File: config.mk
export PLATFORM = sky130hd
export DESIGN_NAME = mux_scan_serializer_flat
export DESIGN_NICKNAME = d
export VERILOG_FILES = /design/src/rtl/mux_scan_serializer_if.sv /design/src/rtl/mux_scan_serializer.sv /design/src/flat_wrapper.sv
export SDC_FILE = /design/constraint.sdc
export NUM_CORES = 1
export LEC_CHECK = 0
export ABC_AREA = 0
export CELL_PAD_IN_SITES_DETAIL_PLACEMENT = 1
export CELL_PAD_IN_SITES_GLOBAL_PLACEMENT = 1
export CORE_MARGIN = 2
export CORE_UTILIZATION = 35
export DETAILED_ROUTE_END_ITERATION = 10
export GPL_ROUTABILITY_DRIVEN = 0
export PLACE_DENSITY = 0.81
export SLEW_MARGIN = 15
export SYNTH_ARGS = -nofsm -noshare
export SYNTH_HDL_FRONTEND = slang
export SYNTH_SLANG_ARGS = --single-unit
File: constraint.sdc
create_clock -name clk -period 2.7 [get_ports clk]
set_input_delay 0.27 -clock clk [delete_from_list [all_inputs] [get_ports clk]]
set_output_delay 0.27 -clock clk [all_outputs]
set_load 0.05 [all_outputs]
File: src/rtl/mux_scan_serializer_if.sv
// rtl/mux_scan_serializer_if.sv - parallel-in / serial-out handshake bundle for the mux scan serializer
interface mux_scan_serializer_if #(
   parameter int WIDTH = 4,
   parameter int SEL_W = 2
);
   logic [WIDTH-1:0] in_data;
   logic             in_valid;
   logic             in_ready;
   logic [SEL_W-1:0] sel;
   logic             ser_out;
   logic             ser_valid;
   logic             ser_ready;
   logic             ser_last;
   logic             busy;

   modport master (
      output in_data, in_valid, ser_ready,
      input  in_ready, sel, ser_out, ser_valid, ser_last, busy
   );

   modport slave (
      input  in_data, in_valid, ser_ready,
      output in_ready, sel, ser_out, ser_valid, ser_last, busy
   );
endinterface

File: src/rtl/mux_scan_serializer.sv
// rtl/mux_scan_serializer.sv - steps an external mux select over a captured word, emitting one bit per accepted beat
module mux_scan_serializer #(
   parameter int WIDTH = 4,
   parameter int SEL_W = 2
) (
   input  logic                  clk,
   input  logic                  rst_n,
   mux_scan_serializer_if.slave  bus
);
   typedef enum logic [1:0] {IDLE, SHIFT, DRAIN} state_t;

   localparam logic [SEL_W-1:0] LAST = SEL_W'(WIDTH - 1);

   state_t           state, state_next;
   logic [WIDTH-1:0] word, word_next;
   logic [SEL_W-1:0] count, count_next;
   logic             in_ready_q;

   always_ff @(posedge clk or negedge rst_n) begin
      if (!rst_n) begin
         state      <= IDLE;
         word       <= '0;
         count      <= '0;
         in_ready_q <= 1'b0;
      end else begin
         state      <= state_next;
         word       <= word_next;
         count      <= count_next;
         // Registered ready: high exactly in the cycles spent in IDLE after the first post-reset edge.
         in_ready_q <= (state_next == IDLE);
      end
   end

   always_comb begin
      state_next = state;
      word_next  = word;
      count_next = count;
      case (state)
         IDLE: begin
            if (bus.in_valid && in_ready_q) begin
               word_next  = bus.in_data;
               count_next = '0;
               state_next = SHIFT;
            end
         end
         SHIFT: begin
            if (bus.ser_ready) begin
               if (count == LAST) begin
                  count_next = '0;
                  state_next = DRAIN;
               end else begin
                  count_next = count + SEL_W'(1);
               end
            end
         end
         DRAIN: begin
            count_next = '0;
            state_next = IDLE;
         end
         default: begin
            count_next = '0;
            state_next = IDLE;
         end
      endcase
   end

   assign bus.in_ready  = in_ready_q;
   assign bus.ser_valid = (state == SHIFT);
   assign bus.busy      = (state == SHIFT);
   assign bus.sel       = (state == SHIFT) ? count : '0;
   assign bus.ser_last  = (state == SHIFT) && (count == LAST);
   assign bus.ser_out   = word[bus.sel];
endmodule

File: src/flat_wrapper.sv
// flat-port wrapper written by rule: the top's interface ports become plain ports
module mux_scan_serializer_flat 
#(
   parameter int WIDTH = 4,
   parameter int SEL_W = 2
)
  (clk, rst_n, bus_in_data, bus_in_valid, bus_ser_ready, bus_in_ready, bus_sel, bus_ser_out, bus_ser_valid, bus_ser_last, bus_busy);
  mux_scan_serializer_if #(.WIDTH(WIDTH), .SEL_W(SEL_W)) bus_i ();
  input  logic clk;
  input  logic rst_n;
  input wire logic [$bits(bus_i.in_data)-1:0] bus_in_data;
  input wire logic [$bits(bus_i.in_valid)-1:0] bus_in_valid;
  input wire logic [$bits(bus_i.ser_ready)-1:0] bus_ser_ready;
  output wire logic [$bits(bus_i.in_ready)-1:0] bus_in_ready;
  output wire logic [$bits(bus_i.sel)-1:0] bus_sel;
  output wire logic [$bits(bus_i.ser_out)-1:0] bus_ser_out;
  output wire logic [$bits(bus_i.ser_valid)-1:0] bus_ser_valid;
  output wire logic [$bits(bus_i.ser_last)-1:0] bus_ser_last;
  output wire logic [$bits(bus_i.busy)-1:0] bus_busy;
  assign bus_i.in_data = bus_in_data;
  assign bus_i.in_valid = bus_in_valid;
  assign bus_i.ser_ready = bus_ser_ready;
  assign bus_in_ready = bus_i.in_ready;
  assign bus_sel = bus_i.sel;
  assign bus_ser_out = bus_i.ser_out;
  assign bus_ser_valid = bus_i.ser_valid;
  assign bus_ser_last = bus_i.ser_last;
  assign bus_busy = bus_i.busy;
  mux_scan_serializer #(.WIDTH(WIDTH), .SEL_W(SEL_W)) u_core (.clk(clk), .rst_n(rst_n), .bus(bus_i));
endmodule
Word level (Yosys, flattened, before mapping) --
Index checks and enable logic that the tools add are counted.
Word-level totals: logic and storage cells 27, register bits after elaboration 9, input port bits 8
Cells by class: muxes and demuxes 11, add/sub/neg operators 1, reduce and logical (&&, ||, !) cells 6, magnitude comparators 1, equal/unequal tests 4
Operators with widths (number):
- $mux W2 | 7
- $pmux W2 S2 | 2
- $logic_not A2 Y1 | 2
- $reduce_and A2 Y1 | 2
- $lt A2 B3 Y1 const B | 1
- $add A2 B1 Y2 const B | 1
- $bmux W1 S2 | 1
- $eq A2 B1 Y1 const B | 1
- $eq A2 B2 Y1 const B | 1
- $logic_and A1 B1 Y1 | 2
- $ne A2 B1 Y1 const B | 1
- $ne A2 B2 Y1 const B | 1
- $mux W1 | 1

Depth between registers and ports, before layout --
Gate-level depths: netlist of the first run.
word-level depth 5, gate-level depth with buffers 4, mapped depth without buffers 3

Worst setup path after synthesis of the first run --
OpenSTA, ideal clock, no wires.
kind register -> output, start point reg u_core.state[0], end point out bus_ser_out, cell stages (with the launch flop) 4, arrival time 1.282 ns, buffers on the path 1, setup slack 1.148 ns, path through dfrtp_1 nor2b_4 buf_6 o221a_1
On the way: word-level cells in the longest chain between the ends 4
Ends and longest elaborated chain:
- start, declared | RTL line mux_scan_serializer.sv:14 | state_t state, state_next;
- start signal, assigned | RTL line mux_scan_serializer.sv:26 | state <= state_next;
- $eq A2 B1 Y1
- named net bus_busy | RTL line flat_wrapper.sv:19 | output wire logic [$bits(bus_i.busy)-1:0] bus_busy;
- $mux W2 | RTL line mux_scan_serializer.sv:70 | assign bus.sel = (state == SHIFT) ? count : '0;
- $bmux W1 S2 | RTL line mux_scan_serializer.sv:72 | assign bus.ser_out = word[bus.sel];
- $mux W1 (implied by the code) | RTL line mux_scan_serializer.sv:72
- end, declared | RTL line flat_wrapper.sv:16 | output wire logic [$bits(bus_i.ser_out)-1:0] bus_ser_out;
The timed path passes the listed nets, and every way through them passes these cells. The select of a mux whose other input is x is not followed.

Worst setup path after layout of the first run --
start point reg u_core.state[0], end point out bus_ser_out
On the way: word-level cells in the longest chain between the ends 4
Ends and longest elaborated chain (RTL line):
- $eq A2 B1 Y1 | mux_scan_serializer.sv:70
- $mux W2 | mux_scan_serializer.sv:70
- $bmux W1 S2 | mux_scan_serializer.sv:72
- $mux W1 (implied by the code) | mux_scan_serializer.sv:72
No other way between the ends. The select of a mux whose other input is x is not followed.

==> run_results.csv, run 1 <==
group,metric,value,unit
clock_network,htreeDepth,1,
critical_path,worstPathRequired,2.43,ns
floorplan,rows,13,
critical_path,cp.arrival,2.05,ns
layout,antenna-diode-count,0,
placement,place_inst,66,
drt,wl_per_cell,12.2,µm
clock_network,clk_pin_slew,0.06,ns
critical_path,cp-start-kind,"register",
clock_network,cts_root_buf,"clkbuf_4",
run,max_cap_viol_count,0,
timing,slew_headroom,66.6,%
floorplan,dieArea,0.00165,mm²
floorplan,die_x,40.6,µm
timing,fin_crit,2.32,ns
timing,fmax,432,MHz
floorplan,coreArea,0.00127,mm²
global_routing,grt_max_degree,14,
logic_synthesis,synthCells,39,
timing,rsz0062_at_grt,"false",
timing,whs,0.311,ns
drt,dr.pass1.iters,4,
layout,finalNetCount,65,
worst_hold_path,hp-class,"input port to asynchronous set/reset pin",
timing,setup_viol,0,
global_routing,grt_pass1_vias,321,
logic_synthesis,avgSynthCellArea,12.0,µm²
critical_path,crit_path_end_kind,"output port",
power,p_leak,0.275,nW
critical_path,r2r_cells,2,
power,peakVddDrop,0.000636,V
critical_path,slowest_delay,0.69,ns
clock_network,ctsLongestPathBuffers,2,
clock_network,hold_buffers,0,
global_routing,grt_usage,13.4,%
timing,hold_viol,0,
clock_network,cts_setup_buffers,0,
placement,place_ws,0.652,ns
global_routing,grt_pass1_wl,1.34,mm
layout,drive_above_1_share,21.8,%
critical_path,path_cells,"nor2b_4 -> a31oi_1 -> o221a_1 -> clkdlybuf4s50_1",
drt,wl,857,µm
clock_network,numCtsBuffers,3,
drt,viasPerCell,5.01,
drt,drtIter0Drc,4,
timing,clock_skew,0.00712,ns
logic_synthesis,netlist_area,468,µm²
drt,drc_errors,0,
logic_synthesis,ys_types,20,
placement,hpwl,660,µm
drt,drtAntennaViolNets,0,
critical_path,cp_max_fo,13,
layout,final_cells,70,
timing,slew_viol_final,0,
clock_network,insertion_delay,0.26,ns
clock_network,cts_resized,0,
logic_synthesis,yosysWarnings,0,
clock_network,clock_sinks,9,
power,power_density,1380,mW/mm²
timing,fin_tns_setup,0,ns
clock_network,cts_tree,"built",
global_routing,antenna_found_initial,0,
logic_synthesis,yosysSeqAreaShare,48.1,%
logic_synthesis,synth_fp_nets,48,
timing,setup_ws,0.385,ns
drt,dr_total_vias,351,
logic_synthesis,ys_ff_latch,9,
timing,finalCritPeriodShare,85.7,%
floorplan,io_pins,15,
timing,tightest_slew,0.500,ns
critical_path,crit_type,"register to output port",
status,status,"finished clean",
placement,port_buffers,14,
global_routing,grt.overflow.total,0,
floorplan,die_h,40.6,µm
floorplan,initial_core_util,36.9,%
critical_path,slowest_stage,"clkdlybuf4s50_1",
layout,fillers,151,
layout,areaGrowthSynthToFinish,35.6,%
-- critical path: cells and delay by family, from the launching register on --
| family | cells | cell delay, ns |
|---|---|---|
| simple gates | 1 | 0.31 |
| compound gates | 2 | 0.35 |
| flops | 1 | 0.43 |
| buf+inv | 1 | 0.69 |
-- cells in the mapped netlist --
| master | count | area share, % |
|---|---|---|
| buf_6 | 1 | 2.4 |
| nor3b_2 | 1 | 2.7 |
| mux2i_1 | 2 | 4.3 |
| a21oi_1 | 1 | 1.1 |
| nor3_4 | 1 | 3.5 |
| a21o_2 | 1 | 1.9 |
| nand2_1 | 3 | 2.4 |
| a31oi_1 | 1 | 1.3 |
| buf_4 | 1 | 1.6 |
| dfrtp_1 | 9 | 48 |
| o221a_1 | 1 | 2.4 |
| ha_1 | 1 | 2.7 |
| mux2_2 | 5 | 12 |
| inv_1 | 2 | 1.6 |
| nor2_1 | 2 | 1.6 |
| o21ai_1 | 1 | 1.1 |
| and2_1 | 3 | 4.0 |
| nand3_1 | 1 | 1.1 |
| nor2b_4 | 1 | 2.9 |
| and3_1 | 1 | 1.3 |
-- metal layers --
layer	up-vias	track usage, %	wire length (µm)
li1	166	-	-
met1	175	13.4	350
met2	10	23.4	455
met3	0	8.33	51
met4	0	2.50	0
met5	-	0	0
-- cells by family after synthesis --
group | after synthesis | synth area share [%]
DFF | 9 | 48.1
adders and majority gates | 1 | 2.67
buffers and inverters | 4 | 5.62
and+or+nand+nor | 13 | 19.5
AOI/OAI and AO/OA | 5 | 7.75
muxes | 7 | 16.3
-- flip-flops by register name, indices dropped and copies added (netlist names) --
name	count
u_core.bus.in_ready	1
u_core.count	2
u_core.state	2
u_core.word	4
-- layout make-up --
class	count	area, µm²	area share [%]
sequential	9	225	35.5
multi-input combinational	26	216	34.1
timing repair buffer	14	140	22.1
clock buffer	4	26.3	4.14
tap	15	18.8	2.96
inverter	2	7.51	1.18
-- worst paths after layout --
check	endpoint	startpoint	slack (ns)
hold reg to reg	u_core.word[1]$_DFFE_PN0P_	u_core.word[1]$_DFFE_PN0P_	0.50
max in group asynchronous	u_core.word[1]$_DFFE_PN0P_	rst_n	2.09
hold / removal	u_core.word[3]$_DFFE_PN0P_	rst_n	0.31
min in group clk	u_core.word[1]$_DFFE_PN0P_	u_core.word[1]$_DFFE_PN0P_	0.50
setup reg to reg	u_core.word[2]$_DFFE_PN0P_	u_core.state[0]$_DFF_PN0_	1.42
setup / recovery	bus_ser_out	u_core.state[0]$_DFF_PN0_	0.38
-- where the power goes --
group	switching, mW	internal, mW
clock	0.0449	0.0568
combinational	0.304	0.216
sequential	0.0551	0.196
-- placed cells by master, fill, tap and decap left out, types with 2 or more instances in the layout --
| cell type | n |
|---|---|
| nor2_1 | 2 |
| nand2_1 | 3 |
| mux2_2 | 5 |
| dfrtp_1 | 9 |
| clkdlybuf4s50_1 | 14 |
| clkbuf_4 | 3 |
| inv_1 | 2 |
| mux2i_1 | 2 |
| and2_1 | 3 |
-- stage by stage --
step                total power [mW]  utilization (%)  cell area, µm²
detailed placement             0.782             47.9             608
floorplan                      0.655                -             468
finish                         0.873             50.0             634
CTS                            0.890             50.0             634
global placement               0.772             47.9             608
global route                   0.934             50.0             634
Note: power is estimated with default switching activity, not from simulation.
==> run 2, diff against run 1 <==
- CORE_MARGIN: 2 -> default
==> run 2 against run 1 <==
Sequential share of layout area grew 0.070 points. Via count shrank 1.4%. Sequential power grew 4%. Clock power is essentially flat. Cell area shrank 0.20%. Cell count shrank 1.4%. Die area shrank 9.6%. Count of clock-buffer cells in the layout is the same. Largest cell class unchanged.
==> run_results.csv, run 2 (synthesis gave the netlist of run 1 again) <==
group,metric,value,unit
status,status,"finished clean",
drt,viasPerCell,5.01,
clock_network,cts_root_buf,"clkbuf_4",
drt,dr_total_vias,346,
power,p_seq_share,29.5,%
timing,fmax,422,MHz
power,switching_share,46.9,%
floorplan,initial_core_util,40.0,%
critical_path,crit_path_end_kind,"output port",
drt,drc_errors,0,
clock_network,insertion_delay,0.26,ns
timing,tightest_slew,0.501,ns
layout,final_cells,69,
layout,largest_registers,"u_core.word: 4 flops, u_core.count: 2 flops, u_core.state: 2 flops",
global_routing,grt_pass1_vias,390,
global_routing,grt.overflow.total,0,
critical_path,crit_type,"register to output port",
placement,place_inst,65,
timing,fin_tns_setup,0,ns
drt,dr.pass1.iters,4,
worst_hold_path,hp-class,"input port to asynchronous set/reset pin",
clock_network,htreeDepth,1,
layout,largest_reg_flops,4,
critical_path,worst-path-buf-inv,1,
timing,hold_viol,0,
power,p_sw,0.415,mW
timing,setup_viol,0,
critical_path,cp_max_fo,13,
power,power.internal,0.470,mW
clock_network,cts_tree,"built",
placement,place_area,607,µm²
clock_network,cts_setup_buffers,0,
clock_network,clk_pin_slew,0.07,ns
global_routing,grt_usage,16.4,%
layout,final_common_cell,"clkdlybuf4s50_1",
drt,wl,920,µm
timing,slew_headroom,66.5,%
layout,final_area,633,µm²
layout,final_cell_mix,"clkdlybuf4s50_1, dfrtp_1, mux2_2",
timing,setup_ws,0.332,ns
timing,finalCritPeriodShare,87.7,%
drt,drtIter0Drc,4,
layout,finalNetCount,65,
critical_path,path_depth,4,
floorplan,coreArea,0.00117,mm²
floorplan,die_h,38.6,µm
critical_path,path_delay_family,"buffers and inverters",
power,power_density,1400,mW/mm²
floorplan,io_pins,15,
clock_network,cts_resized,0,
clock_network,hold_buffers,0,
clock_network,numCtsBuffers,3,
layout,areaGrowthSynthToFinish,35.3,%
drt,wl_per_cell,13.3,µm
layout,drive_above_1_share,21.8,%
drt,drtAntennaViolNets,0,
power,peakVddDrop,0.000529,V
placement,port_buffers,14,
placement,place_ws,0.609,ns
run,max_cap_viol_count,0,
timing,rsz0062_at_grt,"false",
global_routing,antenna_found_initial,0,
floorplan,dieArea,0.00149,mm²
global_routing,grt_max_degree,14,
critical_path,path_cells,"nor2b_4 -> a31oi_1 -> o221a_1 -> clkdlybuf4s50_1",
timing,slew_viol_final,0,
critical_path,r2r_cells,2,
power,p_leak,0.275,nW
layout,top_register,"u_core.word",
timing,clock_skew,0.0106,ns
critical_path,worstPathRequired,2.43,ns
power,pwr-share-comb,58.9,%
layout,fillers,127,
clock_network,clock_sinks,9,
global_routing,grt_pass1_wl,1.61,mm
floorplan,rows,12,
timing,fin_crit,2.37,ns
critical_path,slowest_stage,"clkdlybuf4s50_1",
clock_network,ctsLongestPathBuffers,2,
layout,antenna-diode-count,0,
floorplan,die_x,38.6,µm
critical_path,slowest_delay,0.80,ns
critical_path,cp-start-kind,"register",
critical_path,cp.arrival,2.10,ns
power,clockPowerShare,11.6,%
[run 2: stage by stage]
| step | util, % | hold slack, ns | power [mW] |
|---|---|---|---|
| 2_1_floorplan | - | -0.0256 | 0.655 |
| 3_3_place_gp | 51.8 | 0.491 | 0.763 |
| 3_5_place_dp | 51.8 | 0.518 | 0.789 |
| 4_1_cts | 54.1 | 0.317 | 0.897 |
| 5_1_grt | 54.1 | 0.336 | 0.940 |
| 6_report | 54.1 | 0.313 | 0.885 |
[run 2: layout make-up]
class	count	area, µm²	area share, %
flip-flops and latches	9	225	35.6
inverters	2	7.51	1.19
multi-input cells	26	216	34.2
clock buffers	4	26.3	4.15
well taps	14	17.5	2.77
repair buffers	14	140	22.1
[run 2: power by group through the flow]
stage	logic (mW)	registers [mW]	clock network, mW
floorplan	0.387	0.268	0
global placement	0.513	0.249	0
detailed placement	0.527	0.261	0
CTS	0.529	0.260	0.108
global route	0.561	0.268	0.111
finish	0.521	0.261	0.102
[run 2: per-layer routing]
metal | wire [µm] | share of wire [%] | global-route usage (%) | up-vias
met4 | 0 | 0 | 10.3 | 0
met5 | 0 | 0 | 0 | -
li1 | - | - | - | 171
met2 | 489 | 53 | 28.7 | 13
met1 | 381 | 41 | 17.0 | 162
met3 | 50 | 5.4 | 4.07 | 0
[run 2: worst paths after layout]
check / from / endpoint / slack (ns)
min: rst_n / u_core.state[1]$_DFF_PN0_ / 0.31
max reg2reg: u_core.state[0]$_DFF_PN0_ / u_core.word[0]$_DFFE_PN0P_ / 1.42
max: u_core.state[0]$_DFF_PN0_ / bus_ser_out / 0.33
min reg2reg: u_core.word[1]$_DFFE_PN0P_ / u_core.word[1]$_DFFE_PN0P_ / 0.53
min in group clk: u_core.word[1]$_DFFE_PN0P_ / u_core.word[1]$_DFFE_PN0P_ / 0.53
max in group asynchronous: rst_n / u_core.count[1]$_DFFE_PN0P_ / 2.08
==> run 3, diff against run 2 <==
- PLACE_DENSITY: 0.81 -> default
- PLACE_DENSITY_LB_ADDON: default -> 0.05
==> run 3 against run 2 <==
Worst hold slack lost 0.0033 ns. Routed wire length rose by 13%. Total power grew 0.95%. First-iteration DRC count is 75% lower. Sequential share of layout area stayed put. Sequential power is essentially flat. Register-to-register slack is essentially flat.
==> run_results.csv, run 3 (synthesis gave the netlist of run 1 again) <==
group,metric,value,unit
status,status,"finished clean",
timing,setup_ws,0.343,ns
clock_network,cts_root_buf,"clkbuf_4",
clock_network,cts_resized,0,
critical_path,cp-start-kind,"register",
critical_path,crit_type,"register to output port",
floorplan,die_x,38.6,µm
timing,slew_viol_final,0,
critical_path,crit_path_end_kind,"output port",
power,p_leak,0.275,nW
layout,final_common_cell,"clkdlybuf4s50_1",
global_routing,grt_util_met1,16.0,%
global_routing,gr-max-usage-layer,"met2",
timing,fin_tns_setup,0,ns
worst_hold_path,hp-class,"input port to asynchronous set/reset pin",
floorplan,coreArea,0.00117,mm²
layout,largest_registers,"u_core.word: 4 flops, u_core.count: 2 flops, u_core.state: 2 flops",
clock_network,insertion_delay,0.25,ns
clock_network,numCtsBuffers,3,
layout,drive_above_1_share,21.8,%
layout,fillers,126,
layout,largest_reg_flops,4,
layout,antenna-diode-count,0,
timing,finalCritPeriodShare,87.3,%
power,peakVddDrop,0.000575,V
floorplan,io_pins,15,
timing,slew_headroom,66.5,%
global_routing,grt_util_met2,33.3,%
clock_network,clk_pin_slew,0.06,ns
drt,dr_total_vias,346,
drt,wl_per_cell,15.1,µm
timing,rsz0062_at_grt,"false",
floorplan,dieArea,0.00149,mm²
timing,hold_viol,0,
layout,multi_input_area,216,µm²
critical_path,cp_max_fo,13,
global_routing,grt_usage,16.5,%
power,power_density,1410,mW/mm²
clock_network,cts_setup_buffers,0,
drt,viasPerCell,5.01,
global_routing,antenna_found_initial,0,
drt,drtAntennaViolNets,0,
drt,wl,1.04,mm
clock_network,ctsLongestPathBuffers,2,
layout,regArea,225,µm²
floorplan,initial_core_util,40.0,%
layout,fin_util,54.1,%
timing,clock_skew,0.00407,ns
placement,port_buffers,14,
timing,tightest_slew,0.501,ns
layout,top_register,"u_core.word",
timing,setup_viol,0,
floorplan,die_h,38.6,µm
layout,final_cell_mix,"clkdlybuf4s50_1, dfrtp_1, mux2_2",
timing,fin_crit,2.36,ns
drt,dr.pass1.iters,3,
clock_network,clock_sinks,9,
clock_network,hold_buffers,0,
floorplan,rows,12,
critical_path,cp.arrival,2.09,ns
drt,drc_errors,0,
global_routing,grt_max_degree,14,
timing,whs,0.310,ns
clock_network,htreeDepth,1,
global_routing,grt_pass1_wl,1.62,mm
global_routing,grt.met3_usage,1.74,%
timing,fmax,424,MHz
run,max_cap_viol_count,0,
placement,place_ws,0.618,ns
clock_network,cts_tree,"built",
critical_path,worstPathRequired,2.43,ns
drt,drtIter0Drc,1,
global_routing,grt_pass1_vias,407,
layout,areaGrowthSynthToFinish,35.3,%
layout,finalNetCount,65,
global_routing,grt.overflow.total,0,
-- run 3: cell counts in the layout (fill, tap and decap cells not counted) --
Identical to the previous run, type by type.
-- run 3: final cells by class --
type | instances | area share [%]
well taps | 14 | 2.77
inverters | 2 | 1.19
multi-input cells | 26 | 34.2
repair buffers | 14 | 22.1
clock buffers | 4 | 4.15
flip-flops and latches | 9 | 35.6
-- run 3: final timing paths --
kind	startpoint	end	slack (ns)	cells after the start
max in group asynchronous	rst_n	u_core.count[0]$_DFFE_PN0P_	2.10	1
hold reg to reg	u_core.word[3]$_DFFE_PN0P_	u_core.word[3]$_DFFE_PN0P_	0.52	1
setup / recovery	u_core.state[0]$_DFF_PN0_	bus_ser_out	0.34	4
setup reg to reg	u_core.state[0]$_DFF_PN0_	u_core.word[0]$_DFFE_PN0P_	1.43	2
min in group clk	u_core.word[3]$_DFFE_PN0P_	u_core.word[3]$_DFFE_PN0P_	0.52	1
hold / removal	rst_n	u_core.word[0]$_DFFE_PN0P_	0.31	1
-- run 3: per-layer routing --
metal | up-vias | part of all wire (%)
met5 | - | 0
met4 | 0 | 1.3
met3 | 2 | 3.8
met2 | 12 | 56
met1 | 167 | 39
li1 | 165 | -
-- run 3: worst max-delay path, cell delays in order, from the launching register on --
cell and delay (ns):
dfrtp_1 0.44, nor2b_4 0.19, a31oi_1 0.20, o221a_1 0.20, clkdlybuf4s50_1 0.80
-- run 3: through the flow --
stage | cells | cell area, µm² | power [mW]
after global placement | 65 | 607 | 0.764
after detailed placement | 65 | 607 | 0.799
after CTS | 69 | 633 | 0.902
after floorplan | 39 | 468 | 0.655
after global routing | 69 | 633 | 0.938
final | 69 | 633 | 0.893
-- run 3: power by group --
part	internal, mW	switching, mW	total [mW]	leakage (nW)
registers	0.196	0.0629	0.259	0.110
logic	0.217	0.314	0.531	0.150
clock network	0.0569	0.0462	0.103	0.0150
total	0.470	0.423	0.893	0.275
